## src/rtl/strip_id_issuer.sv

```systemverilog
// strip_id_issuer: looks up up to three priority strip IDs for a height
// through rom_strip_id. It then offers the valid IDs, highest priority
// first, to the strip allocator over a grant/reject handshake.
module strip_id_issuer (
    input  logic       clk,
    input  logic       rst_n,
    input  logic       req_valid,
    input  logic [3:0] req_height,
    output logic       req_ready,
    output logic [3:0] rom_addr,
    input  logic [3:0] rom_id1,
    input  logic [3:0] rom_id2,
    input  logic [3:0] rom_id3,
    output logic       cand_valid,
    output logic [3:0] cand_id,
    input  logic       cand_grant,
    input  logic       cand_reject,
    output logic       done_valid,
    output logic [3:0] done_id,
    output logic       done_fail,
    output logic       busy
);

    localparam int unsigned ID_W       = 4;
    localparam int unsigned SLOT_W     = 2;
    localparam int unsigned MAX_HEIGHT = 9;
    localparam logic [ID_W-1:0]   INVALID_ID = ID_W'(4'hD);
    localparam logic [SLOT_W-1:0] LAST_SLOT  = SLOT_W'(2);

    typedef enum logic [2:0] {
        ST_IDLE    = 3'd0,
        ST_LOOKUP  = 3'd1,
        ST_CAPTURE = 3'd2,
        ST_OFFER   = 3'd3,
        ST_DONE    = 3'd4
    } state_e;

    state_e state_q, state_d;

    logic [ID_W-1:0]   rom_addr_q,   rom_addr_d;
    logic [ID_W-1:0]   id0_q,        id0_d;
    logic [ID_W-1:0]   id1_q,        id1_d;
    logic [ID_W-1:0]   id2_q,        id2_d;
    logic [SLOT_W-1:0] slot_q,       slot_d;
    logic              cand_valid_q, cand_valid_d;
    logic [ID_W-1:0]   cand_id_q,    cand_id_d;
    logic              done_valid_q, done_valid_d;
    logic [ID_W-1:0]   done_id_q,    done_id_d;
    logic              done_fail_q,  done_fail_d;

    // Shared OFFER decisions: a grant only counts on a valid candidate (and
    // beats a simultaneous reject); an invalid slot always advances.
    logic req_in_range;
    logic grant_hit;
    logic advance;
    logic last_slot;

    assign req_in_range = (req_height <= ID_W'(MAX_HEIGHT));
    assign grant_hit    = cand_valid_q & cand_grant;
    assign advance      = cand_valid_q ? (cand_reject & ~cand_grant) : 1'b1;
    assign last_slot    = (slot_q >= LAST_SLOT);

    // State register
    always_ff @(posedge clk or negedge rst_n) begin
        if (!rst_n) begin
            state_q <= ST_IDLE;
        end else begin
            state_q <= state_d;
        end
    end

    // Next-state logic
    always_comb begin
        state_d = state_q;
        unique case (state_q)
            ST_IDLE: begin
                if (req_valid) begin
                    state_d = req_in_range ? ST_LOOKUP : ST_DONE;
                end
            end
            ST_LOOKUP:  state_d = ST_CAPTURE;
            ST_CAPTURE: state_d = ST_OFFER;
            ST_OFFER: begin
                if (grant_hit || (advance && last_slot)) begin
                    state_d = ST_DONE;
                end
            end
            ST_DONE:    state_d = ST_IDLE;
            default:    state_d = ST_IDLE;
        endcase
    end

    // Handshake status decoded from the state register only
    always_comb begin
        req_ready = (state_q == ST_IDLE);
        busy      = (state_q != ST_IDLE);
    end

    // Datapath next values: ROM address, captured IDs, slot, offer and done
    always_comb begin
        logic [ID_W-1:0] next_id;

        rom_addr_d   = rom_addr_q;
        id0_d        = id0_q;
        id1_d        = id1_q;
        id2_d        = id2_q;
        slot_d       = slot_q;
        cand_valid_d = 1'b0;
        cand_id_d    = INVALID_ID;
        done_valid_d = 1'b0;
        done_id_d    = done_id_q;
        done_fail_d  = done_fail_q;
        next_id      = INVALID_ID;

        unique case (slot_q)
            2'd0:    next_id = id1_q;
            2'd1:    next_id = id2_q;
            default: next_id = INVALID_ID;
        endcase

        unique case (state_q)
            ST_IDLE: begin
                if (req_valid) begin
                    if (req_in_range) begin
                        rom_addr_d = req_height;
                    end else begin
                        done_valid_d = 1'b1;
                        done_id_d    = INVALID_ID;
                        done_fail_d  = 1'b1;
                    end
                end
            end
            ST_CAPTURE: begin
                id0_d        = rom_id1;
                id1_d        = rom_id2;
                id2_d        = rom_id3;
                slot_d       = '0;
                cand_valid_d = (rom_id1 != INVALID_ID);
                cand_id_d    = rom_id1;
            end
            ST_OFFER: begin
                if (grant_hit) begin
                    done_valid_d = 1'b1;
                    done_id_d    = cand_id_q;
                    done_fail_d  = 1'b0;
                end else if (advance) begin
                    if (last_slot) begin
                        done_valid_d = 1'b1;
                        done_id_d    = INVALID_ID;
                        done_fail_d  = 1'b1;
                    end else begin
                        slot_d       = slot_q + SLOT_W'(1);
                        cand_valid_d = (next_id != INVALID_ID);
                        cand_id_d    = next_id;
                    end
                end else begin
                    cand_valid_d = cand_valid_q;
                    cand_id_d    = cand_id_q;
                end
            end
            default: begin
            end
        endcase
    end

    // Datapath registers
    always_ff @(posedge clk or negedge rst_n) begin
        if (!rst_n) begin
            rom_addr_q   <= '0;
            id0_q        <= INVALID_ID;
            id1_q        <= INVALID_ID;
            id2_q        <= INVALID_ID;
            slot_q       <= '0;
            cand_valid_q <= 1'b0;
            cand_id_q    <= INVALID_ID;
            done_valid_q <= 1'b0;
            done_id_q    <= INVALID_ID;
            done_fail_q  <= 1'b0;
        end else begin
            rom_addr_q   <= rom_addr_d;
            id0_q        <= id0_d;
            id1_q        <= id1_d;
            id2_q        <= id2_d;
            slot_q       <= slot_d;
            cand_valid_q <= cand_valid_d;
            cand_id_q    <= cand_id_d;
            done_valid_q <= done_valid_d;
            done_id_q    <= done_id_d;
            done_fail_q  <= done_fail_d;
        end
    end

    assign rom_addr   = rom_addr_q;
    assign cand_valid = cand_valid_q;
    assign cand_id    = cand_id_q;
    assign done_valid = done_valid_q;
    assign done_id    = done_id_q;
    assign done_fail  = done_fail_q;

endmodule

```

## config.mk

```make
export PLATFORM = sky130hd
export DESIGN_NAME = strip_id_issuer
export DESIGN_NICKNAME = d
export VERILOG_FILES = /design/src/rtl/strip_id_issuer.sv
export SDC_FILE = /design/constraint.sdc
export NUM_CORES = 1
export LEC_CHECK = 0
export CORE_MARGIN = 1.5
export CORE_UTILIZATION = 44
export CTS_BUF_LIST = sky130_fd_sc_hd__clkbuf_4 sky130_fd_sc_hd__clkbuf_8
export CTS_CLUSTER_DIAMETER = 40
export DETAILED_ROUTE_END_ITERATION = 16
export GPL_TIMING_DRIVEN = 0
export HOLD_SLACK_MARGIN = 0.05
export PLACE_DENSITY = 0.77
export SLEW_MARGIN = 20
export SYNTH_ARGS = -nofsm -noshare
export SYNTH_HDL_FRONTEND = slang
export SYNTH_SLANG_ARGS = --single-unit
```

## constraint.sdc

```tcl
create_clock -name clk -period 1.48 [get_ports clk]
set_clock_uncertainty 0.1 [all_clocks]
set_input_delay 0.148 -clock clk [delete_from_list [all_inputs] [get_ports clk]]
set_output_delay 0.148 -clock clk [all_outputs]
set_load 0.05 [all_outputs]
```

After elaboration in Yosys (flattened, before gate mapping). Index checks and enable logic that the tools add are counted.

Bits of input ports: 21. Word-level logic and storage cells: 77. Output and inout bits: 17. Register bits after elaboration: 28.

Order comparisons: 2. Mux-type cells: 36. Add/subtract/negate cells: 1. Bitwise gates (word level): 3. Reductions and logical operators: 11. Equal/unequal tests: 14.

Operator list (number): 4-bit 2-to-1 mux (8); 4-bit case mux with 2 select lines (3); 1-bit 2-to-1 mux (14); 2-bit != test, second input constant (6); 3-bit case mux with 4 select lines (1); 3-bit 2-to-1 mux (3); 4-bit != test, second input constant (2); 3-bit by 2-bit equality test with 1-bit output, second input constant (2); 2-bit 2-to-1 mux (3); 3-bit != test, second input constant (2); 1-bit case mux with 2 select lines (3); 5-bit AND reduction (1); 4-bit less-or-equal comparator, second input constant (1); 2-bit case mux with 2 select lines (1); 4-bit AND reduction (1); 2-bit nonzero test (2); 3-bit by 1-bit equality test with 1-bit output, second input constant (1); 3-bit logical NOT (1); 3-bit AND reduction (1); 3-bit nonzero test (1); 2-bit by 1-bit adder with 2-bit output, second input constant (1); 1-bit AND (2); 2-bit by 1-bit equality test with 1-bit output, second input constant (1); 2-bit >= comparator, second input constant (1); other kinds (5) (5).

Depth between registers and ports, before layout. Gate-level depths: netlist (run 1).

Depth in word-level cells: 7. Gate-level depth with buffers: 6. Gate-level depth less buffers: 6.

Worst setup path before layout (run 1). OpenSTA, ideal clock, no wires.

Path kind: reg2reg. Start: register state_q[0]. End: register rom_addr_q[0], in the netlist rom_addr[0]. Setup time: 125 ps. Stages on the path, launching flop included: 6. Slack: -349 ps. Data required time: 1255 ps. Period minus slack after synthesis: 1829 ps. Buffers on the path: 1. Arrival: 1604 ps. Cell sequence: dfrtp_1 > buf_6 > or3_4 > clkinv_2 > nand3_4 > mux2_4.

Word-level cells in the longest chain between the ends: 2.

Ends and longest elaborated chain: from (decl) (RTL line 38) `state_e state_q, state_d;`; from (signal assigned) (RTL line 68) `state_q <= state_d;`; 3-bit logical NOT; via req_ready (RTL line 9) `output logic req_ready,`; 3-bit AND reduction (no source line); to (signal assigned) (RTL line 180) `rom_addr_q <= rom_addr_d;`; to (decl) (RTL line 40) `logic [ID_W-1:0] rom_addr_q, rom_addr_d;`.

The timed path passes the listed nets, and every way through them passes these cells. A chain may end at the register's enable or synchronous reset.

Worst setup path in the final report (run 1).
Start: register state_q[0]. End: output req_ready.

Word-level cells in the longest chain between the ends: 1.

Ends and longest elaborated chain: 3-bit logical NOT (RTL line 95) `req_ready = (state_q == ST_IDLE);`; to (decl) (RTL line 9).

No other way between the ends.

==> results.py, run 1 <==
metrics = {
    "outcome": {
        "status": "complete, but fails checks",
        "violations": "setup timing",
    },
    "cts": {
        "htreeDepth": 1,
        "cts_max_path_buffers": 2,
        "cts_num_sinks": 28,
        "numCtsBuffers": 3,
        "root_buffer": "clkbuf_4",
        "cts_tree": "done",
        "clkLatencyLatePin_ns": 0.35,
        "clk_pin_slew_ns": 0.16,
    },
    "critical_path": {
        "rr_endpoint": "cand_valid",
        "required_ns": 1.23,
        "r2r-start": "slot_q[0]",
        "crit_type": "reg -> out",
        "path_max_fanout": 3,
        "arrival_ns": 1.42,
        "worstSetupStartpoint": "state_q[0]",
        "end_kind": "output port",
        "reg2reg_slack_ns": -0.17,
        "start_kind": "flop",
        "r2r_cells": 7,
    },
    "timing": {
        "worst_slew_pin_slew_ns": 0.5981,
        "relSlewSlack_pct": 60.13,
        "maxSlewViolCount": 0,
        "hold_viol": 0,
        "finalSetupViolations": 20,
        "fin_crit_sh_pct": 112.7,
        "fmax_mhz": 599.4,
        "grt_setup_unrepaired": "yes",
        "layout_setup_ws_ns": -0.1885,
        "finalCriticalPeriod_ns": 1.668,
    },
    "pwr": {
        "p_leak_nw": 0.9560,
        "comb_power_share_pct": 65.2,
        "powerDensity_nw_per_um2": 2607,
        "p_seq_share_pct": 26.0,
        "peakVddDrop_mv": 1.162,
        "p_int_w": 0.003233,
        "p_switching_w": 0.002569,
        "p_sw_share_pct": 44.27,
        "power_frac_clock_pct": 8.8,
    },
    "global_route": {
        "grt_max_degree": 29,
        "grt_pass1_vias": 1214,
        "grt.total_usage_pct": 21.76,
        "grt_pass1_wl_um": 5706,
        "met1_usage_pct": 26.62,
        "grt.busiest_layer": "met2",
        "grt_util_met3_pct": 3.930,
        "gr-usage-met2_pct": 38.73,
        "grt-ovfl-total": 0,
        "antenna_found_initial": 0,
    },
    "floorplan": {
        "dieArea_um2": 3479,
        "core_area_um2": 3003,
        "die_h_um": 58.98,
        "die_x_um": 58.98,
        "start_util_pct": 45.92,
        "num_rows": 20,
        "num_io_pins": 38,
    },
    "drt": {
        "drt-total-wl_um": 3864,
        "first_pass_iters": 4,
        "vias_per_cell": 5.679,
        "vias": 1238,
        "antenna_left": 0,
        "wl_per_cell_um": 17.72,
        "drc": 0,
        "dr.first_iter.drc_count": 33,
    },
    "cells_and_area": {
        "drive_above_1_share_pct": 58.92,
        "fillCellCount": 211,
        "final_util_pct": 74.13,
        "area_growth_pct": 61.43,
        "nets": 210,
        "diodes": 0,
        "final_cell_area_um2": 2226,
    },
    "synth": {
        "synth_nets": 147,
        "synth-edff-count": 0,
        "netlist_area_um2": 1379,
        "synth_ff_type": "dfrtp_1",
        "synthCells": 123,
        "avgSynthCellArea_um2": 11.21,
        "yosys-top-cells-count": "dfrtp_1 (16), a21oi_1 (13), dfstp_2 (12), nor2_1 (9)",
        "yosysTopAreaCell": "dfrtp_1",
        "ys_warn_count": 0,
        "synth_top_area_share_pct": 29.04,
        "synthTopCellsByArea": "dfrtp_1 (29%), dfstp_2 (23%), mux2_2 (6.5%)",
        "synth_cell_types": 37,
        "synth-async-reset-ratio_pct": 100.0,
        "ys_seq_elements": 28,
        "synth-seq-area-share_pct": 51.91,
        "synth.most_common_cell": "dfrtp_1",
    },
    "job": {
        "cap_violations": 0,
    },
    "place": {
        "placed_area_um2": 1846,
        "dp_hpwl_um": 2238,
        "gp_congestion": 0.8207,
        "place.port_buffers": 37,
    },
    "hold_path": {
        "hold_path_class": "in -> async",
    },
}
## flip-flops by register name, summed over array words and instances, names as in the netlist
signal      cells
cand_id         4
done_id         4
id1_q           4
id2_q           4
rom_addr        4
state_q         3
slot_q          2
cand_valid      1
done_fail       1
done_valid      1
## layer usage
layer  share of wire, %  wire length [µm]
met5                  0                 0
met3                3.9               151
met1                 40              1530
met4                3.4               131
met2                 53              2050
## cell usage in the layout (no fill, tap or decap), types with 4 or more instances in the layout
cell type and instances:
buf_4 15, buf_2 4, clkdlybuf4s50_1 19, a21oi_2 5, dfrtp_2 5, dfstp_2 12
nand2_1 5, nor2_1 7, inv_1 5, buf_6 7, clkbuf_4 7, o22ai_2 4
clkbuf_2 5, a21oi_1 8, dfrtp_1 11, mux2_4 11
## worst max path at each step
stage | end
finish | req_ready
global route | req_ready
CTS | req_ready
detailed placement | req_ready
global placement | req_ready
floorplan | rom_addr[0]
## kinds of logic (layout without fill, tap and decap cells)
group | count (synthesis) | count (layout) | share of synthesized area [%]
adder cells (fa/ha/maj) | 3 | 3 | 2.723
AND/OR/NAND/NOR | 34 | 34 | 14.25
multiplexers | 13 | 13 | 11.62
flip-flops | 28 | 28 | 51.91
buffers and inverters | 11 | 73 | 3.720
AO/OA/AOI/OAI | 34 | 34 | 15.79
## critical path: stages, from the launching register on
cell and delay, ns:
dfrtp_2 0.44, or3_4 0.44, clkinv_8 0.08, buf_12 0.12
## stage by stage
stage / hold WS (ns) / power, W / setup slack [ns] / TNS (ns) / instances
2_1_floorplan: -0.2476 / 0.003507 / -0.2365 / -0.9748 / 123
3_3_place_gp: 0.3924 / 0.004178 / -0.5178 / -8.040 / 193
3_5_place_dp: 0.08861 / 0.004267 / -0.5249 / -5.221 / 193
4_1_cts: 0.2612 / 0.005186 / -0.2075 / -1.244 / 212
5_1_grt: 0.2544 / 0.006075 / -0.2268 / -2.609 / 218
6_report: 0.2136 / 0.005802 / -0.1885 / -1.578 / 218
## final cells by class
type / count / area [µm²] / share of cell area, %
buffer: 1 / 11.26 / 0.5059
clock buffer: 3 / 22.52 / 1.012
clock inverter: 1 / 30.03 / 1.349
inverter: 9 / 48.80 / 2.192
multi-input combinational: 84 / 827.0 / 37.16
sequential: 28 / 721.9 / 32.43
tap: 33 / 41.29 / 1.855
timing repair buffer: 59 / 523.0 / 23.50
## power by group through the flow
stage	registers (W)	logic [W]	clock network, W
floorplan	0.00209	0.00141	0
global placement	0.00149	0.00268	0
detailed placement	0.00152	0.00275	0
CTS	0.00148	0.00321	0.000501
global route	0.00155	0.00397	0.000548
finish	0.00151	0.00378	0.000509
## repair_timing
| item | 4_1_cts | 5_1_grt |
|---|---|---|
| hold buffers | 1 | 0 |
| setup buffers | 13 | 8 |
| setup endpoints to repair | 42 | 36 |
| gates cloned | 1 | 0 |
| pin swaps | 16 | 23 |
| resized for setup | 86 | 44 |
| hold endpoints to repair | 16 | 0 |
Power figures use the tool's default switching activity.
==> run 2, diff against run 1 <==
CORE_UTILIZATION = 49   (was 44)
PLACE_DENSITY = 0.81   (was 0.77)
SLEW_MARGIN = unset   (was 20)
clock period = 1.73 ns   (was 1.48 ns; I/O delays follow)
==> results.py, run 2 (synthesis gave the netlist of run 1 again) <==
metrics = {
    "critical_path": {
        "cp_num_buf_inv": 1,
        "required_ns": 1.87,
        "critPathMaxStageDelay_ns": 0.44,
        "path_max_fanout": 8,
        "path_delay_family": "compound AO/OA/AOI/OAI gates",
        "start_kind": "flop",
        "critPathSlowestCell": "dfrtp_1",
        "crit_chain": "inv_1 > ha_1 > nor2_4 > o21ai_1 > nand3_2 > a31o_1",
        "arrival_ns": 1.87,
        "crit_type": "reg -> reg",
        "end_kind": "flop",
    },
    "drt": {
        "dr.first_iter.drc_count": 50,
        "drt-total-wl_um": 3307,
        "first_pass_iters": 4,
        "antenna_left": 0,
        "vias": 1156,
        "wl_per_cell_um": 16.29,
        "vias_per_cell": 5.695,
        "drc": 0,
    },
    "cts": {
        "htreeDepth": 1,
        "clk_pin_slew_ns": 0.15,
        "hold_buffers": 0,
        "clkLatencyLatePin_ns": 0.34,
        "numCtsBuffers": 3,
        "cts_num_sinks": 28,
        "root_buffer": "clkbuf_4",
        "cts_max_path_buffers": 2,
        "cts_tree": "done",
    },
    "floorplan": {
        "num_rows": 19,
        "die_h_um": 56.05,
        "num_io_pins": 38,
        "start_util_pct": 50.88,
        "core_area_um2": 2710,
        "die_x_um": 56.05,
        "dieArea_um2": 3141,
    },
    "place": {
        "gp_congestion": 0.8824,
        "placed_area_um2": 1799,
        "dp_hpwl_um": 2286,
        "place_ws_ns": -0.3148,
        "place.port_buffers": 37,
    },
    "global_route": {
        "antenna_found_initial": 0,
        "grt-ovfl-total": 0,
        "grt_pass1_vias": 1163,
        "grt_max_degree": 29,
        "grt.total_usage_pct": 21.24,
        "grt_pass1_wl_um": 5299,
    },
    "timing": {
        "worst_slew_pin_slew_ns": 1.202,
        "layout_setup_ws_ns": 0.004365,
        "hold_viol": 0,
        "finalCriticalPeriod_ns": 1.726,
        "relSlewSlack_pct": 19.62,
        "finalSetupViolations": 0,
        "fmax_mhz": 579.5,
        "hold_ws_ns": 0.3332,
        "grt_setup_unrepaired": "yes",
        "maxSlewViolCount": 0,
        "fin_crit_sh_pct": 99.75,
    },
    "cells_and_area": {
        "nets": 197,
        "final_cell_area_um2": 1948,
        "drive_above_1_share_pct": 31.98,
        "diodes": 0,
        "final_cell_mix": "clkdlybuf4s50_1 (20), dfrtp_1 (14), dfstp_2 (12), a21oi_1 (11), dlygate4sd2_1 (10)",
        "area_growth_pct": 41.29,
        "final_common_cell": "clkdlybuf4s50_1",
        "fillCellCount": 205,
    },
    "hold_path": {
        "hold_path_class": "in -> reg",
    },
    "outcome": {
        "status": "completed",
    },
    "pwr": {
        "p_leak_nw": 0.8541,
        "peakVddDrop_mv": 1.661,
        "powerDensity_nw_per_um2": 2144,
    },
    "job": {
        "cap_violations": 0,
    },
}
[run 2: changes by cell type in the layout (fill, tap and decap cells not counted), sizes merged]
| cell | delta |
|---|---|
| dlygate4sd3 | -1 |
| clkdlybuf4s50 | +1 |
| clkbuf | -7 |
| buf | -17 |
| dlygate4sd2 | +10 |
| clkdlybuf4s15 | +1 |
[run 2: stage by stage]
step                      power (W)  cells  utilization, %  setup TNS [ns]
after global placement     0.003470    191           66.39         -0.5553
after floorplan            0.002903    123               -               0
after detailed placement   0.003566    191           66.39         -0.7163
after CTS                  0.003932    195           68.33        -0.02556
after global routing       0.004414    203           71.88         -0.1696
final                      0.004177    203           71.88               0
[run 2: power by group]
group | switching (W) | internal, W | leakage [nW] | total, W
Clock | 0.000200 | 0.000235 | 0.0279 | 0.000434
Combinational | 0.00146 | 0.00102 | 0.505 | 0.00247
Sequential | 0.000214 | 0.00106 | 0.321 | 0.00127
[run 2: worst reg2reg max path, delay by kind of cell, from the launching register on]
kind | cells | cell delay (ns)
buffers and inverters | 1 | 0.14
AOI/OAI and AO/OA | 2 | 0.46
DFF | 1 | 0.44
and+or+nand+nor | 2 | 0.26
adders and majority gates | 1 | 0.23
[run 2: per-layer routing]
metal  share of wire (%)  global-route usage [%]
met5                   0                       0
met4                 3.2                   10.20
met3                 5.1                   3.721
met2                  51                   34.62
met1                  40                   27.37
[run 2: cell type report]
cell class	count	area, µm²	area share, %
multi-input cells	84	645.6	33.14
well taps	31	38.79	1.991
repair buffers	45	427.9	21.97
plain buffers	2	18.77	0.9634
flip-flops and latches	28	718.2	36.87
clock buffers	3	22.52	1.156
inverters	9	46.29	2.376
clock inverters	1	30.03	1.541
[run 2: timing repair]
action | in CTS | in global routing
setup buffers | 0 | 8
pin swaps | 1 | 0
gates resized for setup | 34 | 16
setup endpoints to repair | 20 | 24
[run 2: path summary, 6_finish.rpt]
check                               to  slack [ns]         from  depth (start not counted)
max                         done_id[1]       0.004    slot_q[0]                          6
min                           id2_q[1]        0.33   rom_id3[1]                          2
max reg2reg                 done_id[1]       0.004    slot_q[0]                          6
min reg2reg                rom_addr[2]        0.42  rom_addr[2]                          1
max in group asynchronous   state_q[1]        0.39        rst_n                          1
min in group asynchronous  rom_addr[3]        0.35        rst_n                          1
